==> src/rtl/ps2_game_keypad.sv <==
`timescale 1ns/1ps
`default_nettype none
// ============================================================================
//  Module      : ps2_game_keypad
//  Description : PS/2 Set-2 receiver and decoder producing the two player
//                control vectors and the start pulse for the game logic.
//  Revision    : 1.0 - initial release
// ============================================================================
module ps2_game_keypad #(
   parameter int FILTER_LEN  = 8,
   parameter int TIMEOUT_CYC = 5000
) (
   input  logic       vga_clk,
   input  logic       reset,
   input  logic       ps2_clk,
   input  logic       ps2_data,
   output logic [4:0] p1_control,
   output logic [4:0] p2_control,
   output logic       start,
   output logic       rx_err
);

   localparam int c_filt_w = $clog2(FILTER_LEN + 1);
   localparam int c_tmo_w  = $clog2(TIMEOUT_CYC + 1);
   localparam logic [c_filt_w-1:0] c_filt_last = c_filt_w'(FILTER_LEN - 1);
   localparam logic [c_tmo_w-1:0]  c_tmo_last  = c_tmo_w'(TIMEOUT_CYC - 1);

   localparam logic [1:0] c_idle   = 2'd0;
   localparam logic [1:0] c_data   = 2'd1;
   localparam logic [1:0] c_parity = 2'd2;
   localparam logic [1:0] c_stop   = 2'd3;

   logic                r_clk_meta, r_clk_sync, r_dat_meta, r_dat_sync;
   logic                r_clk_filt, r_clk_filt_d;
   logic [c_filt_w-1:0] r_filt_cnt;
   logic [1:0]          r_state;
   logic [7:0]          r_shift;
   logic [2:0]          r_bit_cnt;
   logic                r_parity;
   logic [c_tmo_w-1:0]  r_tmo_cnt;
   logic                r_byte_valid;
   logic [7:0]          r_byte;
   logic                r_rx_err;
   logic                r_ext, r_brk;
   logic [4:0]          r_p1, r_p2;
   logic                r_start;

   logic                w_fall, w_in_frame, w_stop_fall;
   logic                w_frame_ok, w_frame_err, w_timeout;
   logic [4:0]          w_p1_mask, w_p2_mask;

   // Lines idle high, so the conditioning chain resets to 1 to avoid a false edge.
   always_ff @(posedge vga_clk or posedge reset) begin
      if (reset) begin
         r_clk_meta   <= 1'b1;
         r_clk_sync   <= 1'b1;
         r_dat_meta   <= 1'b1;
         r_dat_sync   <= 1'b1;
         r_clk_filt   <= 1'b1;
         r_clk_filt_d <= 1'b1;
         r_filt_cnt   <= '0;
      end else begin
         r_clk_meta   <= ps2_clk;
         r_clk_sync   <= r_clk_meta;
         r_dat_meta   <= ps2_data;
         r_dat_sync   <= r_dat_meta;
         r_clk_filt_d <= r_clk_filt;
         if (r_clk_sync != r_clk_filt) begin
            if (r_filt_cnt == c_filt_last) begin
               r_clk_filt <= r_clk_sync;
               r_filt_cnt <= '0;
            end else begin
               r_filt_cnt <= r_filt_cnt + 1'b1;
            end
         end else begin
            r_filt_cnt <= '0;
         end
      end
   end

   assign w_fall      = r_clk_filt_d & ~r_clk_filt;
   assign w_in_frame  = (r_state != c_idle);
   assign w_stop_fall = w_fall & (r_state == c_stop);
   assign w_frame_ok  = r_dat_sync & (^{r_shift, r_parity});
   assign w_frame_err = w_stop_fall & ~w_frame_ok;
   assign w_timeout   = w_in_frame & ~w_fall & (r_tmo_cnt == c_tmo_last);

   always_ff @(posedge vga_clk or posedge reset) begin
      if (reset) begin
         r_state      <= c_idle;
         r_shift      <= '0;
         r_bit_cnt    <= '0;
         r_parity     <= 1'b0;
         r_tmo_cnt    <= '0;
         r_byte_valid <= 1'b0;
         r_byte       <= '0;
         r_rx_err     <= 1'b0;
      end else begin
         r_byte_valid <= 1'b0;
         r_rx_err     <= w_frame_err | w_timeout;
         if (!w_in_frame || w_fall) begin
            r_tmo_cnt <= '0;
         end else begin
            r_tmo_cnt <= r_tmo_cnt + 1'b1;
         end
         if (w_timeout) begin
            r_state <= c_idle;
         end else if (w_fall) begin
            case (r_state)
               c_idle: begin
                  if (!r_dat_sync) begin
                     r_state   <= c_data;
                     r_bit_cnt <= '0;
                  end
               end
               c_data: begin
                  r_shift   <= {r_dat_sync, r_shift[7:1]};
                  r_bit_cnt <= r_bit_cnt + 3'd1;
                  if (r_bit_cnt == 3'd7) begin
                     r_state <= c_parity;
                  end
               end
               c_parity: begin
                  r_parity <= r_dat_sync;
                  r_state  <= c_stop;
               end
               c_stop: begin
                  r_state      <= c_idle;
                  r_byte_valid <= w_frame_ok;
                  r_byte       <= r_shift;
               end
               default: r_state <= c_idle;
            endcase
         end
      end
   end

   always_comb begin
      w_p1_mask = 5'b00000;
      w_p2_mask = 5'b00000;
      if (r_ext) begin
         case (r_byte)
            8'h75:   w_p1_mask = 5'b00001;
            8'h72:   w_p1_mask = 5'b00010;
            8'h6B:   w_p1_mask = 5'b00100;
            8'h74:   w_p1_mask = 5'b01000;
            8'h14:   w_p1_mask = 5'b10000;
            default: w_p1_mask = 5'b00000;
         endcase
      end else begin
         case (r_byte)
            8'h1D:   w_p2_mask = 5'b00001;
            8'h1B:   w_p2_mask = 5'b00010;
            8'h1C:   w_p2_mask = 5'b00100;
            8'h23:   w_p2_mask = 5'b01000;
            8'h29:   w_p2_mask = 5'b10000;
            default: w_p2_mask = 5'b00000;
         endcase
      end
   end

   // A bad or abandoned frame drops any pending prefix so the next key is read fresh.
   always_ff @(posedge vga_clk or posedge reset) begin
      if (reset) begin
         r_ext   <= 1'b0;
         r_brk   <= 1'b0;
         r_p1    <= '0;
         r_p2    <= '0;
         r_start <= 1'b0;
      end else begin
         r_start <= 1'b0;
         if (w_frame_err || w_timeout) begin
            r_ext <= 1'b0;
            r_brk <= 1'b0;
         end else if (r_byte_valid) begin
            if (r_byte == 8'hE0) begin
               r_ext <= 1'b1;
            end else if (r_byte == 8'hF0) begin
               r_brk <= 1'b1;
            end else begin
               r_ext   <= 1'b0;
               r_brk   <= 1'b0;
               r_p1    <= r_brk ? (r_p1 & ~w_p1_mask) : (r_p1 | w_p1_mask);
               r_p2    <= r_brk ? (r_p2 & ~w_p2_mask) : (r_p2 | w_p2_mask);
               r_start <= ~r_ext & ~r_brk & (r_byte == 8'h05);
            end
         end
      end
   end

   assign p1_control = r_p1;
   assign p2_control = r_p2;
   assign start      = r_start;
   assign rx_err     = r_rx_err;

endmodule
`default_nettype wire
==> config.mk <==
export PLATFORM = sky130hd
export DESIGN_NAME = ps2_game_keypad
export DESIGN_NICKNAME = d
export VERILOG_FILES = /design/src/rtl/ps2_game_keypad.sv
export SDC_FILE = /design/constraint.sdc
export NUM_CORES = 1
export LEC_CHECK = 0
export BUFFER_PORTS_ARGS = -buffer_cell sky130_fd_sc_hd__buf_4
export CORE_MARGIN = 2
export CORE_UTILIZATION = 50
export DETAILED_ROUTE_END_ITERATION = 7
export PLACE_DENSITY = 0.72
export SYNTH_ARGS = -nofsm -noshare
export SYNTH_HDL_FRONTEND = slang
export SYNTH_SLANG_ARGS = --single-unit
==> constraint.sdc <==
create_clock -name vga_clk -period 5.47 [get_ports vga_clk]
set_clock_uncertainty 0.05 [all_clocks]
set_input_delay 0.547 -clock vga_clk [delete_from_list [all_inputs] [get_ports vga_clk]]
set_output_delay 0.547 -clock vga_clk [all_outputs]
set_load 0.02 [all_outputs]
# Word-level counts from Yosys, hierarchy flattened
# Index checks and enable logic that the tools add are counted.
totals:
  regBits: 60
classes:
  addsub: 3
  eq_ne: 25
  n_mux: 31
  bitwise_logic: 24
  reduce_logical: 18
ops:
  columns: ["operator", "count"]
  rows:
  - ["$pmux 5 s5", 2]
  - ["$eq 8x5->1 const B", 4]
  - ["$eq 8x7->1 const B", 4]
  - ["$mux 5", 4]
  - ["$eq 8x6->1 const B", 2]
  - ["$eq 8x8->1 const B", 2]
  - ["$mux 1", 15]
  - ["$add 13x1->13 const B", 1]
  - ["$eq 13x13->1 const B", 1]
  - ["$mux 13", 1]
  - ["$reduce_and 3->1", 4]
  - ["$and 5x5->5", 2]
  - ["$not 5->5", 2]
  - ["$or 5x5->5", 2]
  - ["$ne 3x3->1 const B", 3]
  - ["$not 1->1", 9]
  - ["$reduce_xor 9->1", 1]
  - ["$and 1x1->1", 8]
  - ["$eq 8x3->1 const B", 1]
  - ["$mux 2", 4]
  - ["$mux 4", 2]
  - ["$pmux 2 s4", 1]
  - ["$reduce_and 4->1", 2]
  - ["$reduce_bool 2->1", 4]
  - ["15 further kinds", 20]

# Depth between registers and ports, before layout
# Gate-level depths: netlist (run 1).
logic_depth:
  depth_word: 8
  mapped_depth: 9
  ltp_nobuf: 7

# Least setup slack after synthesis (run 1)
# OpenSTA, ideal clock, no wires.
synth_timing:
  kind: "register -> register"
  startpoint: "register r_clk_filt"
  endpoint: "register r_state[1]"
  setup_time_ns: 0.122
  t_arrival_ns: 1.889
  slack_ns: 3.409
  path_stages_with_launch: 9
  n_path_buf: 3
  period_less_slack_ns: 2.061
  path_cell_list: "dfstp_2 > nor2b_1 > buf_2 > or2_1 > buf_2 > nor4_2 > buf_4 > o21ai_1 > a32o_1"
synth_via:
  elab_chain_cells: 7
  elab_cells_between_ends: 10
synth_lines:
  columns: ["item", "line", "source"]
  rows:
  - ["from (decl)", "34", "logic r_clk_filt, r_clk_filt_d;"]
  - ["from (signal assigned)", "70", "r_clk_filt <= r_clk_sync;"]
  - ["$not 1->1 (*)", "81", "assign w_fall = r_clk_filt_d & ~r_clk_filt;"]
  - ["$and 1x1->1 (*)", "81", null]
  - ["$not 1->1", "86", "assign w_timeout = w_in_frame & ~w_fall & (r_tmo_cnt == c_tmo_last);"]
  - ["$and 1x1->1 (2 in series)", "86", null]
  - ["$ne 3x3->1 (no line) / $reduce_bool 2->1 (equally long branches)", null, null]
  - ["$reduce_and 3->1 (no line)", null, null]
  - ["to (signal assigned)", "90", "r_state <= c_idle;"]
  - ["to (signal assigned)", "107", "r_state <= c_idle;"]
  - ["to (signal assigned)", "112", "r_state <= c_data;"]
  - ["to (decl)", "36", "logic [1:0] r_state;"]
# Every way passes the cells marked *; elsewhere a longest branch is shown, timed or not.
# A chain may end at the register's enable or synchronous reset.

==> flow_metrics.py, run 1 <==
metrics = {
    "clocking": {
        "clock_latency_ps": 330,
        "postCtsResizedCells": 0,
        "tritoncts": "done",
        "clkSlewWorstSetupHoldPaths_ps": 70,
        "cts_root_buf": "clkbuf_8",
        "cts_buffers": 9,
        "cts_setup_buffers": 0,
        "cts_max_level": 3,
        "cts_sinks": 60,
        "clock_path_buffers": 2,
        "cts_hold_buf": 0,
    },
    "drt": {
        "drt-initial-drc-count": 105,
        "vias": 1858,
        "antenna_left": 0,
        "routed_via_density": 5.31,
        "drt_pass1_iterations": 4,
        "routed_wirelength_mm": 4.75,
        "wl_per_cell_um": 13.6,
        "drc": 0,
    },
    "hold_path": {
        "whs_path_depth": 1,
        "min_to": "r_clk_meta$_DFF_PP1_",
        "min_from": "ps2_clk",
        "hold_path.class": "primary input to flip-flop",
    },
    "grt": {
        "grt_pass1_vias": 1900,
        "grt_pass1_wl_mm": 8.78,
        "antenna_found_initial": 0,
        "grt_max_degree": 61,
        "grtUsageTotal_pct": 17.9,
        "grt-ovfl-total": 0,
    },
    "yosys": {
        "synthesis.area_um2": 2890,
        "yosys_register_bits": 60,
        "ys_warn_count": 0,
        "synth_area_per_cell_um2": 11.5,
        "synthCells": 252,
        "seq_area_frac_synth_pct": 52.3,
        "yosysUniqueCellTypes": 42,
        "syn_nets": 265,
    },
    "timing": {
        "slew_violations": 0,
        "slew_headroom_pct": 51.2,
        "finalHoldViolCount": 0,
        "period_share_pct": 50.9,
        "rsz0062_at_grt": "no",
        "tightest_slew_ps": 732,
        "fin_tns_setup_ps": 0,
        "period_needed_ps": 2790,
        "fmax_ghz": 0.359,
        "setup_viol": 0,
    },
    "finish": {
        "fin_cells": 350,
        "final_area_um2": 3240,
        "antennaDiodeCount": 0,
        "final_common_cell": "dfrtp_1",
        "layout-drive-gt1-share_pct": 23.7,
        "nets": 286,
        "final_cell_mix": "54 x dfrtp_1, 24 x nor2_1, 17 x buf_4",
        "final.fill_count": 469,
        "area_growth_syn_to_layout_pct": 12.1,
    },
    "die": {
        "design.die.area_um2": 6400,
        "core_um2": 5540,
        "boundaryPins": 16,
        "die_y_um": 80.0,
        "rows": 27,
        "dieWidth_um": 80.0,
        "initial_core_util_pct": 52.1,
    },
    "critical_path": {
        "crit_path_start_kind": "flip-flop",
        "arrival_ps": 3000,
        "reg2reg_depth": 7,
        "r2r_setup_slack_ps": 2680,
        "r2r_start": "r_clk_filt_d$_DFF_PP1_",
        "crit_required_ps": 5690,
        "cp_max_fo": 14,
        "endpoint_kind": "flip-flop",
        "worstSetupPathType": "flip-flop to flip-flop",
    },
    "placement": {
        "dp_cells": 334,
        "gp_congestion": 0.886,
        "io_buffers": 15,
        "dpl.hpwl_mm": 3.23,
        "place_area_um2": 3060,
    },
    "power": {
        "leakage_nw": 1.48,
        "power_density_nw_per_um2": 331,
        "ir_drop_v": 0.000156,
    },
    "run": {
        "cap_violations": 0,
    },
    "run_status": {
        "status": "complete, no violations",
    },
}
## worst max path at each step
stage / startpoint / to / slack [ps] / cells past startpoint
floorplan: reset / async pin / 3400 / 1
global placement: r_clk_filt_d$_DFF_PP1_ / flip-flop / 2760 / 7
finish: r_clk_filt_d$_DFF_PP1_ / flip-flop / 2680 / 7
CTS: r_clk_filt_d$_DFF_PP1_ / flip-flop / 2690 / 7
global route: r_clk_filt_d$_DFF_PP1_ / flip-flop / 2540 / 7
detailed placement: r_clk_filt_d$_DFF_PP1_ / flip-flop / 2710 / 7
## critical path, cell delays in order, from the launching register on
cell and delay [ps]:
dfstp_2 510, nor2b_1 470, or2_1 490, nor4_2 90
buf_4 210, or4_1 510, or3_1 310, nand2_1 80
## metrics by stage
stage	utilization (%)	hold WS [ps]	total power, mW	setup WS, ps
after detailed placement	55.3	297	0.727	2710
after CTS	58.4	254	1.09	2690
final	58.4	271	1.07	2680
after floorplan	-	295	0.693	3400
after global placement	55.3	296	0.721	2760
after global routing	58.4	245	1.14	2540
## metal layers
metal | track usage (%) | share of wire (%)
met2 | 27.7 | 48
met4 | 5.93 | 0.86
met3 | 6.11 | 4.2
met1 | 23.6 | 47
met5 | 0 | 0
## area by class of cell
cell class,count,area [µm²],share of cell area (%)
sequential,60,1510,46.6
multi-input combinational,170,1280,39.6
clock buffer,14,163,5.03
timing repair buffer,17,128,3.94
tap,72,90.1,2.78
inverter,15,56.3,1.74
clock inverter,2,10.0,0.309
## report_power, final
part | switching (mW) | internal, mW
Combinational | 0.110 | 0.0808
Sequential | 0.0367 | 0.489
Clock | 0.166 | 0.188
## Yosys cell counts, drive strengths merged
| cell | number | area [µm²] |
|---|---|---|
| or4 | 1 | 7.51 |
| nor2b | 5 | 31.3 |
| a211oi | 2 | 15.0 |
| a21oi | 4 | 23.8 |
| xor2 | 9 | 78.8 |
| a21boi | 1 | 7.51 |
| nand4 | 4 | 25.0 |
| and2 | 2 | 12.5 |
| xnor3 | 1 | 22.5 |
| mux2i | 9 | 90.1 |
| or4b | 2 | 20.0 |
| nand3 | 15 | 75.1 |
| ha | 9 | 113 |
| nor4b | 3 | 45.0 |
| mux2 | 16 | 180 |
| nand3b | 4 | 30.0 |
| or3 | 1 | 6.26 |
| a22o | 1 | 8.76 |
| nor2 | 24 | 90.1 |
| or2 | 2 | 12.5 |
| nand2b | 2 | 12.5 |
| and3 | 5 | 31.3 |
| xnor2 | 10 | 103 |
| buf | 4 | 28.8 |
| nand4b | 1 | 8.76 |
| a32o | 2 | 20.0 |
| o211ai | 2 | 15.0 |
| inv | 15 | 56.3 |
| nor4 | 6 | 75.1 |
| nand2 | 15 | 58.8 |
| nor3 | 4 | 20.0 |
| dfstp | 6 | 158 |
| nor3b | 1 | 7.51 |
| clkbuf | 3 | 11.3 |
| o21ai | 7 | 35.0 |
| dfrtp | 54 | 1350 |
## logic make-up after synthesis
| kind of cell | share of synthesized area, % |
|---|---|
| multiplexers | 9.36 |
| AND/OR/NAND/NOR | 19.7 |
| adder cells (fa/ha/maj) | 3.90 |
| buffers and inverters | 3.34 |
| XOR/XNOR | 7.07 |
| AO/OA/AOI/OAI | 4.33 |
| flip-flops | 52.3 |
Note: power is estimated with default switching activity, not from simulation.
==> run 2, diff against run 1 <==
ABC_AREA = 1   (was default)
PLACE_DENSITY = 0.75   (was 0.72)
clock period = 2.4 ns   (was 5.47 ns; I/O delays follow)
==> flow_metrics.py, run 2 <==
metrics = {
    "drt": {
        "drt-initial-drc-count": 96,
        "routed_via_density": 5.06,
        "vias": 2285,
        "drt_pass1_iterations": 4,
        "routed_wirelength_mm": 5.29,
        "wl_per_cell_um": 11.7,
        "antenna_left": 0,
        "drc": 0,
    },
    "grt": {
        "antenna_found_initial": 0,
        "grt_pass1_vias": 2326,
        "grtUsageTotal_pct": 19.3,
        "grt-ovfl-total": 0,
        "grt_pass1_wl_mm": 9.60,
        "grt_max_degree": 36,
    },
    "clocking": {
        "cts_max_level": 3,
        "cts_root_buf": "clkbuf_8",
        "postCtsResizedCells": 0,
        "cts_hold_buf": 3,
        "clkSlewWorstSetupHoldPaths_ps": 70,
        "cts_sinks": 60,
        "clock_latency_ps": 340,
        "clock_path_buffers": 2,
        "tritoncts": "done",
        "cts_setup_buffers": 0,
        "cts_buffers": 9,
    },
    "placement": {
        "io_buffers": 15,
        "dpl.hpwl_mm": 3.70,
        "gp_congestion": 0.794,
    },
    "yosys": {
        "synthArstFlopShare_pct": 100,
        "yosys_register_bits": 60,
        "yosysTopAreaCell": "dfrtp_1",
        "synth_area_per_cell_um2": 8.39,
        "synth_enable_flop_cells": 0,
        "synth_top_area_share_pct": 45.9,
        "yosysUniqueCellTypes": 31,
        "synth_common_cells": "78 x nand2_1, 54 x dfrtp_1, 43 x inv_1",
        "ys_warn_count": 0,
        "synthesis.area_um2": 2950,
        "synth.most_common_cell": "nand2_1",
        "synthFlopType": "dfrtp_1",
        "synth_area_leaders": "dfrtp_1 46%, nand2_1 9.9%, inv_1 5.5%",
        "synthCells": 351,
        "syn_nets": 364,
        "seq_area_frac_synth_pct": 51.2,
    },
    "critical_path": {
        "crit_chain": "inv_1 > ha_1 > inv_1 > nand4_1 > nor2_1 > nor2_1 > nand3_1 > nand2_2 > nand3_1 > nand2_1 > nand2_1",
        "cp_max_fo": 22,
        "endpoint_kind": "flip-flop",
        "max_stage_delay_ps": 400,
        "cp_num_buf_inv": 2,
        "worstSetupPathType": "flip-flop to flip-flop",
        "crit_path_start_kind": "flip-flop",
        "crit_family": "simple AND/OR/NAND/NOR gates",
        "arrival_ps": 2100,
        "crit_required_ps": 2580,
        "cp_slowest_cell": "dfrtp_1",
    },
    "die": {
        "dieWidth_um": 80.8,
        "core_um2": 5610,
        "rows": 27,
        "design.die.area_um2": 6520,
        "initial_core_util_pct": 52.5,
        "die_y_um": 80.8,
        "boundaryPins": 16,
    },
    "finish": {
        "nets": 388,
        "antennaDiodeCount": 0,
        "layout-drive-gt1-share_pct": 13.4,
        "post-route-util_pct": 60.0,
        "final_cell_mix": "78 x nand2_1, 54 x dfrtp_1, 42 x inv_1",
        "final_common_cell": "nand2_1",
        "area_growth_syn_to_layout_pct": 14.1,
    },
    "power": {
        "power_density_nw_per_um2": 784,
        "ir_drop_v": 0.000410,
        "leakage_nw": 1.62,
    },
    "timing": {
        "tightest_slew_ps": 703,
        "period_needed_ps": 1920,
        "slew_headroom_pct": 53.1,
        "fmax_ghz": 0.520,
        "period_share_pct": 80.1,
        "rsz0062_at_grt": "no",
        "setup_viol": 0,
        "slew_violations": 0,
        "fin_tns_setup_ps": 0,
        "finalHoldViolCount": 0,
    },
    "run_status": {
        "status": "complete, no violations",
    },
    "hold_path": {
        "hold_path.class": "flip-flop to flip-flop",
    },
    "run": {
        "cap_violations": 0,
    },
}
==> run 2: cell families after synthesis <==
logic type | Yosys count | synth area share (%)
adders and majority gates | 9 | 3.82
muxes | 1 | 0.382
and+or+nand+nor | 183 | 28.0
xor gates and xnor gates | 8 | 2.38
buffers and inverters | 53 | 7.52
AOI/OAI and AO/OA | 37 | 6.71
DFF | 60 | 51.2
==> run 2: metal layers <==
metal | track usage (%) | routed length [µm]
met2 | 31.8 | 2450
met5 | 0 | 0
met3 | 6.22 | 205
met1 | 23.1 | 2540
met4 | 8.47 | 88
==> run 2: final timing paths <==
path | from | to | slack (ps) | cells past startpoint
worst max-delay path | r_state[0]$_DFFE_PP0P_ | flip-flop | 480 | 11
worst min-delay path | r_dat_meta$_DFF_PP1_ | r_dat_sync$_DFF_PP1_ | 310 | 0
worst max register to register | r_state[0]$_DFFE_PP0P_ | flip-flop | 480 | 11
worst min register to register | r_dat_meta$_DFF_PP1_ | r_dat_sync$_DFF_PP1_ | 310 | 0
max in group asynchronous | reset | r_shift[7]$_DFFE_PP0P_ | 1280 | 4
min in group asynchronous | reset | r_tmo_cnt[12]$_DFF_PP0_ | 450 | 3
==> run 2: final cells by class <==
type | instances | area, µm²
clock inverter | 6 | 63.8
clock buffer | 10 | 138
fill | 506 | 2250
tap | 72 | 90.1
timing repair buffer | 21 | 178
multi-input combinational | 238 | 1210
sequential | 60 | 1510
inverter | 45 | 169
==> run 2: power by group <==
part,switching (mW),internal [mW]
registers,0.0907,1.13
logic,0.312,0.177
clock network,0.420,0.505
total,0.822,1.81
==> run 2: per-stage QoR <==
step | cells | hold WS, ps | total power, mW | setup slack, ps | area (µm²)
2_1_floorplan | 351 | 194 | 1.62 | 635 | 2950
3_3_place_gp | 433 | 285 | 1.71 | 586 | 3130
3_5_place_dp | 433 | 288 | 1.73 | 484 | 3130
4_1_cts | 452 | 309 | 2.67 | 450 | 3360
5_1_grt | 452 | 314 | 2.82 | 225 | 3360
6_report | 452 | 306 | 2.64 | 477 | 3360
==> run 3, diff against run 2 <==
PLACE_DENSITY = 0.72   (was 0.75)
clock period = 1.8 ns   (was 2.4 ns; I/O delays follow)
==> flow_metrics.py, run 3 (synthesis gave the netlist of run 2 again) <==
metrics = {
    "drt": {
        "vias": 2389,
        "antenna_left": 0,
        "drt-initial-drc-count": 119,
        "drc": 0,
        "wl_per_cell_um": 12.5,
        "routed_wirelength_mm": 5.79,
        "drt_pass1_iterations": 4,
        "routed_via_density": 5.16,
    },
    "finish": {
        "regArea_um2": 1510,
        "fin_cells": 463,
        "final_cell_mix": "75 x nand2_1, 54 x dfrtp_1, 39 x inv_1",
        "final_common_cell": "nand2_1",
        "multi_input_area_um2": 1340,
        "antennaDiodeCount": 0,
        "area_growth_syn_to_layout_pct": 21.2,
        "final_area_um2": 3570,
        "nets": 399,
        "final.fill_count": 480,
        "layout-drive-gt1-share_pct": 20.5,
    },
    "die": {
        "design.die.area_um2": 6520,
        "rows": 27,
        "initial_core_util_pct": 52.5,
        "core_um2": 5610,
        "die_y_um": 80.8,
        "boundaryPins": 16,
        "dieWidth_um": 80.8,
    },
    "hold_path": {
        "hold_path.class": "flip-flop to flip-flop",
    },
    "clocking": {
        "cts_sinks": 60,
        "cts_buffers": 9,
        "tritoncts": "done",
        "cts_root_buf": "clkbuf_8",
        "cts_max_level": 3,
        "clock_latency_ps": 340,
        "clkSlewWorstSetupHoldPaths_ps": 70,
        "clock_path_buffers": 2,
    },
    "run": {
        "cap_violations": 0,
    },
    "timing": {
        "setup_viol": 0,
        "fmax_ghz": 0.592,
        "fin_tns_setup_ps": 0,
        "rsz0062_at_grt": "yes",
        "fin_ws_ps": 111,
        "period_needed_ps": 1690,
        "slew_violations": 0,
        "tightest_slew_ps": 570,
        "slew_headroom_pct": 61.9,
        "finalHoldViolCount": 0,
        "period_share_pct": 93.8,
    },
    "critical_path": {
        "arrival_ps": 1870,
        "crit_chain": "inv_1 > nand2_1 > nand4_1 > nor2_2 > inv_2 > nand2_4 > nand2_4 > nand4_1 > nand2_1",
        "cp_num_buf_inv": 2,
        "max_stage_delay_ps": 550,
        "endpoint_kind": "flip-flop",
        "cp_max_fo": 11,
        "worstSetupPathType": "flip-flop to flip-flop",
        "crit_family": "simple AND/OR/NAND/NOR gates",
        "cp_slowest_cell": "dfstp_2",
        "crit_required_ps": 1980,
        "crit_path_start_kind": "flip-flop",
    },
    "placement": {
        "place_area_um2": 3160,
        "io_buffers": 15,
        "dp_cells": 437,
        "dpl_worst_slack_ps": -60.4,
        "gp_congestion": 0.814,
        "dpl.hpwl_mm": 3.83,
    },
    "grt": {
        "grtUsageTotal_pct": 19.5,
        "grt-ovfl-total": 0,
        "grt_pass1_vias": 2260,
        "grt_max_degree": 29,
        "grt_pass1_wl_mm": 9.66,
        "antenna_found_initial": 0,
    },
    "power": {
        "power_density_nw_per_um2": 1070,
        "leakage_nw": 1.71,
        "ir_drop_v": 0.000512,
    },
    "run_status": {
        "status": "complete, no violations",
    },
}
run 3: cell count changes in the layout (fill, tap and decap cells not counted), sizes merged:
cell      change
buf           +9
bufinv        +1
clkbuf        +1
clkinvlp      -2
nand2         +2
run 3: worst paths after layout:
path                                        startpoint              endpoint  slack [ps]  depth (start not counted)
worst max register to register  r_clk_filt$_DFFE_PP1P_             flip-flop         110                          9
worst min register to register    r_clk_meta$_DFF_PP1_  r_clk_sync$_DFF_PP1_         310                          0
max in group asynchronous                        reset             async pin         730                          4
worst max-delay path            r_clk_filt$_DFFE_PP1P_             flip-flop         110                          9
worst min-delay path              r_clk_meta$_DFF_PP1_  r_clk_sync$_DFF_PP1_         310                          0
min in group asynchronous                        reset      rx_err$_DFF_PP0_         400                          3
run 3: area by class of cell:
| class | instances | area share [%] |
|---|---|---|
| inverter | 45 | 4.73 |
| clock buffer | 11 | 3.96 |
| clock inverter | 5 | 2.10 |
| timing repair buffer | 30 | 6.87 |
| sequential | 60 | 42.3 |
| tap | 72 | 2.52 |
| multi-input combinational | 240 | 37.6 |
run 3: layer usage:
| layer | vias to the layer above | track usage, % | routed length (µm) |
|---|---|---|---|
| li1 | 1208 | - | - |
| met1 | 1117 | 24.5 | 2740 |
| met2 | 51 | 30.6 | 2660 |
| met3 | 13 | 4.67 | 246 |
| met4 | 0 | 11.7 | 144 |
| met5 | - | 0 | 0 |
run 3: worst register-to-register path, stage by stage, from the launching register on:
cell	delay, ps
dfstp_2	550
inv_1	50
nand2_1	130
nand4_1	120
nor2_2	180
inv_2	90
nand2_4	120
nand2_4	120
nand4_1	90
nand2_1	80
run 3: power breakdown:
group | leakage (nW) | internal, mW | switching [mW]
clock | 0.113 | 0.810 | 0.523
combinational | 0.796 | 0.337 | 0.527
sequential | 0.805 | 1.51 | 0.127
total | 1.71 | 2.66 | 1.18
run 3: repair_timing:
item                                    in CTS  in global routing
endpoints found under the setup margin      10                 20
gates resized for setup                      1                 28
hold buffers                                 3                  0
setup buffers                                0                  5
gates cloned                                 0                  2
hold endpoints to repair                    22                  0
pin swaps                                    0                  9
run 3: per-stage QoR:
step / utilization, % / total power [mW] / hold slack [ps]
floorplan: - / 2.16 / 134
CTS: 60.8 / 3.71 / 307
finish: 63.7 / 3.83 / 306
global placement: 56.4 / 2.32 / 234
global route: 63.7 / 4.09 / 315
detailed placement: 56.4 / 2.35 / 241
